### src/rtl/inst_fifo_pkg.sv
// Shared CPU package.
// Holds the instruction-queue entry layout and the default queue depth used
// wherever the fetch and decode stages meet.
package inst_fifo_pkg;

    localparam int INST_FIFO_DEPTH = 16;

    typedef struct packed {
        logic [31:0] addr;
        logic [31:0] inst;
    } inst_entry_t;

endpackage

### src/rtl/inst_fifo.sv
// inst_fifo
// Dual-push / dual-pop instruction queue between the fetch splitter and the
// dual-issue decoder. Reads are first-word-fall-through: the head and head+1
// entries are presented combinationally and are zeroed when not valid.
//
// Ports
//   clk                       single clock, rising edge
//   rst                       asynchronous active-high reset, drops all entries
//   flush                     drop all entries at the next edge (highest priority)
//   write_en1 / write_en2     push slot 1 / slot 2 (slot 2 needs slot 1)
//   write_inst1/2, write_addr1/2   instruction words and their PCs
//   read_en1 / read_en2       pop head / head+1 (head+1 needs head)
//   read_inst1/2, read_addr1/2     head and head+1 contents (0 when invalid)
//   read_valid1 / read_valid2 at least 1 / at least 2 entries present
//   full                      fewer than 2 free entries
//   empty                     no entries
module inst_fifo
    import inst_fifo_pkg::*;
#(
    parameter int DEPTH = INST_FIFO_DEPTH
) (
    input  logic        clk,
    input  logic        rst,
    input  logic        flush,
    input  logic        write_en1,
    input  logic        write_en2,
    input  logic [31:0] write_inst1,
    input  logic [31:0] write_inst2,
    input  logic [31:0] write_addr1,
    input  logic [31:0] write_addr2,
    input  logic        read_en1,
    input  logic        read_en2,
    output logic [31:0] read_inst1,
    output logic [31:0] read_inst2,
    output logic [31:0] read_addr1,
    output logic [31:0] read_addr2,
    output logic        read_valid1,
    output logic        read_valid2,
    output logic        full,
    output logic        empty
);

    localparam int PW = $clog2(DEPTH);
    localparam int CW = PW + 1;

    if (DEPTH < 4 || (DEPTH & (DEPTH - 1)) != 0) begin : g_bad_depth
        $error("inst_fifo: DEPTH must be a power of two and at least 4");
    end

    inst_entry_t     mem [DEPTH];
    logic [PW-1:0]   head;
    logic [PW-1:0]   tail;
    logic [CW-1:0]   count;
    logic [PW-1:0]   head_p1;
    logic [PW-1:0]   tail_p1;
    logic [1:0]      wcnt;
    logic [1:0]      rcnt;

    assign head_p1 = head + PW'(1);
    assign tail_p1 = tail + PW'(1);

    // Full leaves room for one more pair, so a push accepted while full is
    // low can never overflow.
    assign full  = (count >= CW'(DEPTH - 1));
    assign empty = (count == '0);

    always_comb begin
        wcnt = 2'd0;
        if (write_en1) begin
            wcnt = write_en2 ? 2'd2 : 2'd1;
        end
        if (full) begin
            wcnt = 2'd0;
        end
    end

    // Pops are clipped to what is present, so count never wraps below zero.
    always_comb begin
        rcnt = 2'd0;
        if (read_en1 && read_en2 && count >= CW'(2)) begin
            rcnt = 2'd2;
        end else if (read_en1 && count >= CW'(1)) begin
            rcnt = 2'd1;
        end
    end

    always_ff @(posedge clk or posedge rst) begin
        if (rst) begin
            head  <= '0;
            tail  <= '0;
            count <= '0;
        end else if (flush) begin
            head  <= '0;
            tail  <= '0;
            count <= '0;
        end else begin
            head  <= head + PW'(rcnt);
            tail  <= tail + PW'(wcnt);
            count <= count + CW'(wcnt) - CW'(rcnt);
        end
    end

    // Storage is not reset; validity is tracked entirely by count.
    always_ff @(posedge clk) begin
        if (!flush && wcnt != 2'd0) begin
            mem[tail] <= '{addr: write_addr1, inst: write_inst1};
        end
        if (!flush && wcnt == 2'd2) begin
            mem[tail_p1] <= '{addr: write_addr2, inst: write_inst2};
        end
    end

    always_comb begin
        read_valid1 = (count >= CW'(1));
        read_valid2 = (count >= CW'(2));
        read_inst1  = 32'h0;
        read_addr1  = 32'h0;
        read_inst2  = 32'h0;
        read_addr2  = 32'h0;
        if (read_valid1) begin
            read_inst1 = mem[head].inst;
            read_addr1 = mem[head].addr;
        end
        if (read_valid2) begin
            read_inst2 = mem[head_p1].inst;
            read_addr2 = mem[head_p1].addr;
        end
    end

endmodule

### config.mk
export PLATFORM = sky130hd
export DESIGN_NAME = inst_fifo
export DESIGN_NICKNAME = d
export VERILOG_FILES = /design/src/rtl/inst_fifo_pkg.sv /design/src/rtl/inst_fifo.sv
export SDC_FILE = /design/constraint.sdc
export NUM_CORES = 2
export LEC_CHECK = 0
export CORE_MARGIN = 3
export CORE_UTILIZATION = 25
export CTS_BUF_LIST = sky130_fd_sc_hd__clkbuf_16
export CTS_CLUSTER_DIAMETER = 200
export CTS_CLUSTER_SIZE = 8
export DETAILED_ROUTE_END_ITERATION = 7
export HOLD_SLACK_MARGIN = 0.12
export PLACE_DENSITY = 0.4
export SLEW_MARGIN = 15
export SYNTH_ARGS = -nofsm -noshare
export SYNTH_HDL_FRONTEND = slang
export SYNTH_SLANG_ARGS = --single-unit
### constraint.sdc
create_clock -name clk -period 19.9 [get_ports clk]
set_input_delay 5.97 -clock clk [delete_from_list [all_inputs] [get_ports clk]]
set_output_delay 5.97 -clock clk [all_outputs]
set_load 0.01 [all_outputs]
==> impl_results.md <==
* Post_cts resized at 0
* Yosys cell types at 47
* Synth top area share at 51.2%
* Vias per cell at 5.43
* # placed instances at 6696
* Routed vias at 37500
* Gr ovfl total at 0
* CP Max Fanout at 42
* Asr flop ratio synth at 1.25%
* Clk root buf: clkbuf_16
* Status: complete, no violations
* Met3 Resource Use GR at 3.62%
* Startpoint Class: flip-flop
* Initial antenna violation count at 34
* Wire per inst at 36.9 µm
* Area growth, synth to finish at 15.9%
* Nets@finish at 3831
* Share of layout cells above drive strength 1 at 48.8%
* Clock insertion delay at the later pin of the skew report at 0.81 ns
* Worst Hold Class: reg2reg
* Maxcap violations at 0
* PortBufs at 266
* Unrepaired setup endpoints after global routing: no
* Yosys top cell by area: edfxtp_1
* Post-synth EDFFs at 1024
* Crit share post-route at 61.8%
* Top cells by area, synth: edfxtp_1 51%, mux4_2 19%, mux2_2 19%, a22oi_1 2.4%, clkbuf_1 1.4%
* CTS tree: done
* Net Count, Synth at 3750
* Met1 Track Usage GR at 28.9%
* GRT Util Overall at 20.4%
* Met2 Usage GRT at 32.3%
* Final hold violation count at 0
* Slew Viols, Final at 0
* Drt first pass iters at 5
* CP endpoint kind: output pin
* Cells after synthesis at 3597
* Clock Skews at 0.0381 ns
* Core area at 0.238 mm²
* Cell Count, Final, Fillers Out at 6898
* Syn Area/Cell at 16.7 µm²
* Vias in the first global route at 39900
* Relative slew slack at 19.0%
* Synthesized cell area at 0.0600 mm²
* DRC at 0
* Die height at 496 µm
* Synth top cells by count: 1024 x edfxtp_1, 993 x mux2_2, 512 x mux4_2
* Hold Buf Count CTS at 0
* Clock Sinks at 1037
* DRT Wirelength at 254000 µm
* Post-CTS Setup Bufs at 0
* Flops & latches, synth at 1037
* Largest net degree at the start of global routing at 115
* Final setup vio count at 0
* Leading cell type by number of instances after synthesis: edfxtp_1
* Die area at 0.246 mm²
* Register area share after synthesis at 51.8%
* First-pass GRT wire length at 349000 µm
* F_max at 0.0813 GHz
* Leakage at 21.2 nW
* Pwr/cell area at 116 mW/mm²
* Multi-input gate area at 0.0271 mm²
* Peak supply drop at 0.000103 V
* Die Width at 496 µm
* Max Buffers Root-to-Sink at 3
* Initial DRC Count at 3896
* Final setup TNS at 0 ns
* Fill count at 23700
* Initial core utilization at 25.2%
* Final Critical Period at 12.30 ns
* Worst-margin pin slew at 1.21 ns
* Final HPWL DP at 141000 µm
* FF+latch area at 0.0311 mm²
* Clock-pin slew on the worst setup and hold paths at 0.05 ns
* Row cnt at 179
* Most Used Layer, Global Route: met2
* ANT nets after route at 0
* Critical Path AT at 6.33 ns
* Cts bufs inserted at 147
* Htree depth at 4
* WP data required at 13.93 ns
* I/O pin count at 267
* Setup CP Type: reg2out
* Min Hold Slack at 0.651 ns
* Ys flop type: edfxtp_1
* GP Congestion at 0.760
* Synth warn at 0
==> cells in the final DEF (no fill, tap or decap), types with 2 or more instances in the layout <==
master	n
edfxtp_1	1024
mux2_2	993
mux4_2	512
clkdlybuf4s50_1	266
a22oi_1	192
clkbuf_16	149
buf_4	93
nand2_1	70
a21oi_1	70
o21ai_0	66
a31oi_1	64
inv_1	38
mux2_1	31
diode_2	20
nor2_1	15
o21ai_4	14
ha_1	13
nand2_4	11
dfrtp_1	10
nor2b_1	8
inv_6	6
and3_1	5
xnor2_1	5
nor2_4	4
fa_1	4
clkinv_8	4
nand3_1	3
nor3_4	3
nor2b_4	3
dfrtp_4	3
nand3b_1	2
nor3b_2	2
nand2b_1	2
and3b_1	2
or3_1	2
o21bai_4	2
o22ai_4	2
buf_12	2
==> routing by layer <==
metal | wire length (µm) | vias up
met4 | 5610 | 14
li1 | - | 15000
met1 | 115000 | 20600
met5 | 91 | -
met3 | 15700 | 324
met2 | 118000 | 1441
==> state kept, by name, summed over array words and instances (netlist names) <==
register,count
mem,1024
count,5
tail,4
head,4
==> area by class of cell <==
class	instances	area share (%)
clock buffer	149	5.36
timing repair buffer	361	4.89
multi-input combinational	2113	38.9
antenna	20	0.0719
tap	3167	5.69
sequential	1037	44.7
inverter	18	0.0971
clock inverter	33	0.318
==> power breakdown <==
| part | internal, W | switching [W] |
|---|---|---|
| sequential | 0.00246 | 0.0000679 |
| combinational | 0.00145 | 0.00178 |
| clock | 0.00132 | 0.00100 |
==> kinds of logic (layout without fill, tap and decap cells) <==
family                     count (synthesis)  in the layout  share of synthesized area [%]
AOI/OAI and AO/OA                        414            414                           4.43
xor gates and xnor gates                   6              6                         0.0875
adders and majority gates                 18             18                          0.425
buffers and inverters                    447            561                           3.76
DFF                                     1037           1037                           51.8
muxes                                   1536           1536                           38.4
other                                      0             20                              0
and+or+nand+nor                          139            139                           1.14
==> final timing paths <==
| kind | slack, ns | endpoint | depth (start not counted) | start |
|---|---|---|---|---|
| worst min-delay path | 0.65 | tail[3] | 2 | tail[3] |
| worst max-delay path | 7.60 | read_addr2[19] | 8 | head[0] |
| worst max register to register | 14.79 | mem[3][3] | 10 | count[4] |
| worst min register to register | 0.65 | tail[3] | 2 | tail[3] |
| max in group asynchronous | 13.61 | head[0] | 2 | rst |
| min in group asynchronous | 5.64 | count[2] | 2 | rst |
==> per-stage QoR <==
stage	cell area [µm²]	setup WS [ns]	util (%)	power, W
2_1_floorplan	60000	8.27	-	0.00440
3_3_place_gp	65600	8.25	27.5	0.00586
3_5_place_dp	65600	8.26	27.5	0.00584
4_1_cts	69500	7.38	29.2	0.00820
5_1_grt	69600	7.18	29.2	0.00841
6_report	69600	7.60	29.2	0.00808
==> worst max-delay path: stages (launching register included) <==
cell and delay [ns]:
dfrtp_4 0.91, buf_4 0.88, a21boi_0 0.40, nor2_1 0.38, a22o_4 0.95, buf_4 0.61
a22oi_1 0.17, a31oi_1 0.49, clkdlybuf4s50_1 0.65
(Power assumes the default switching activity.)
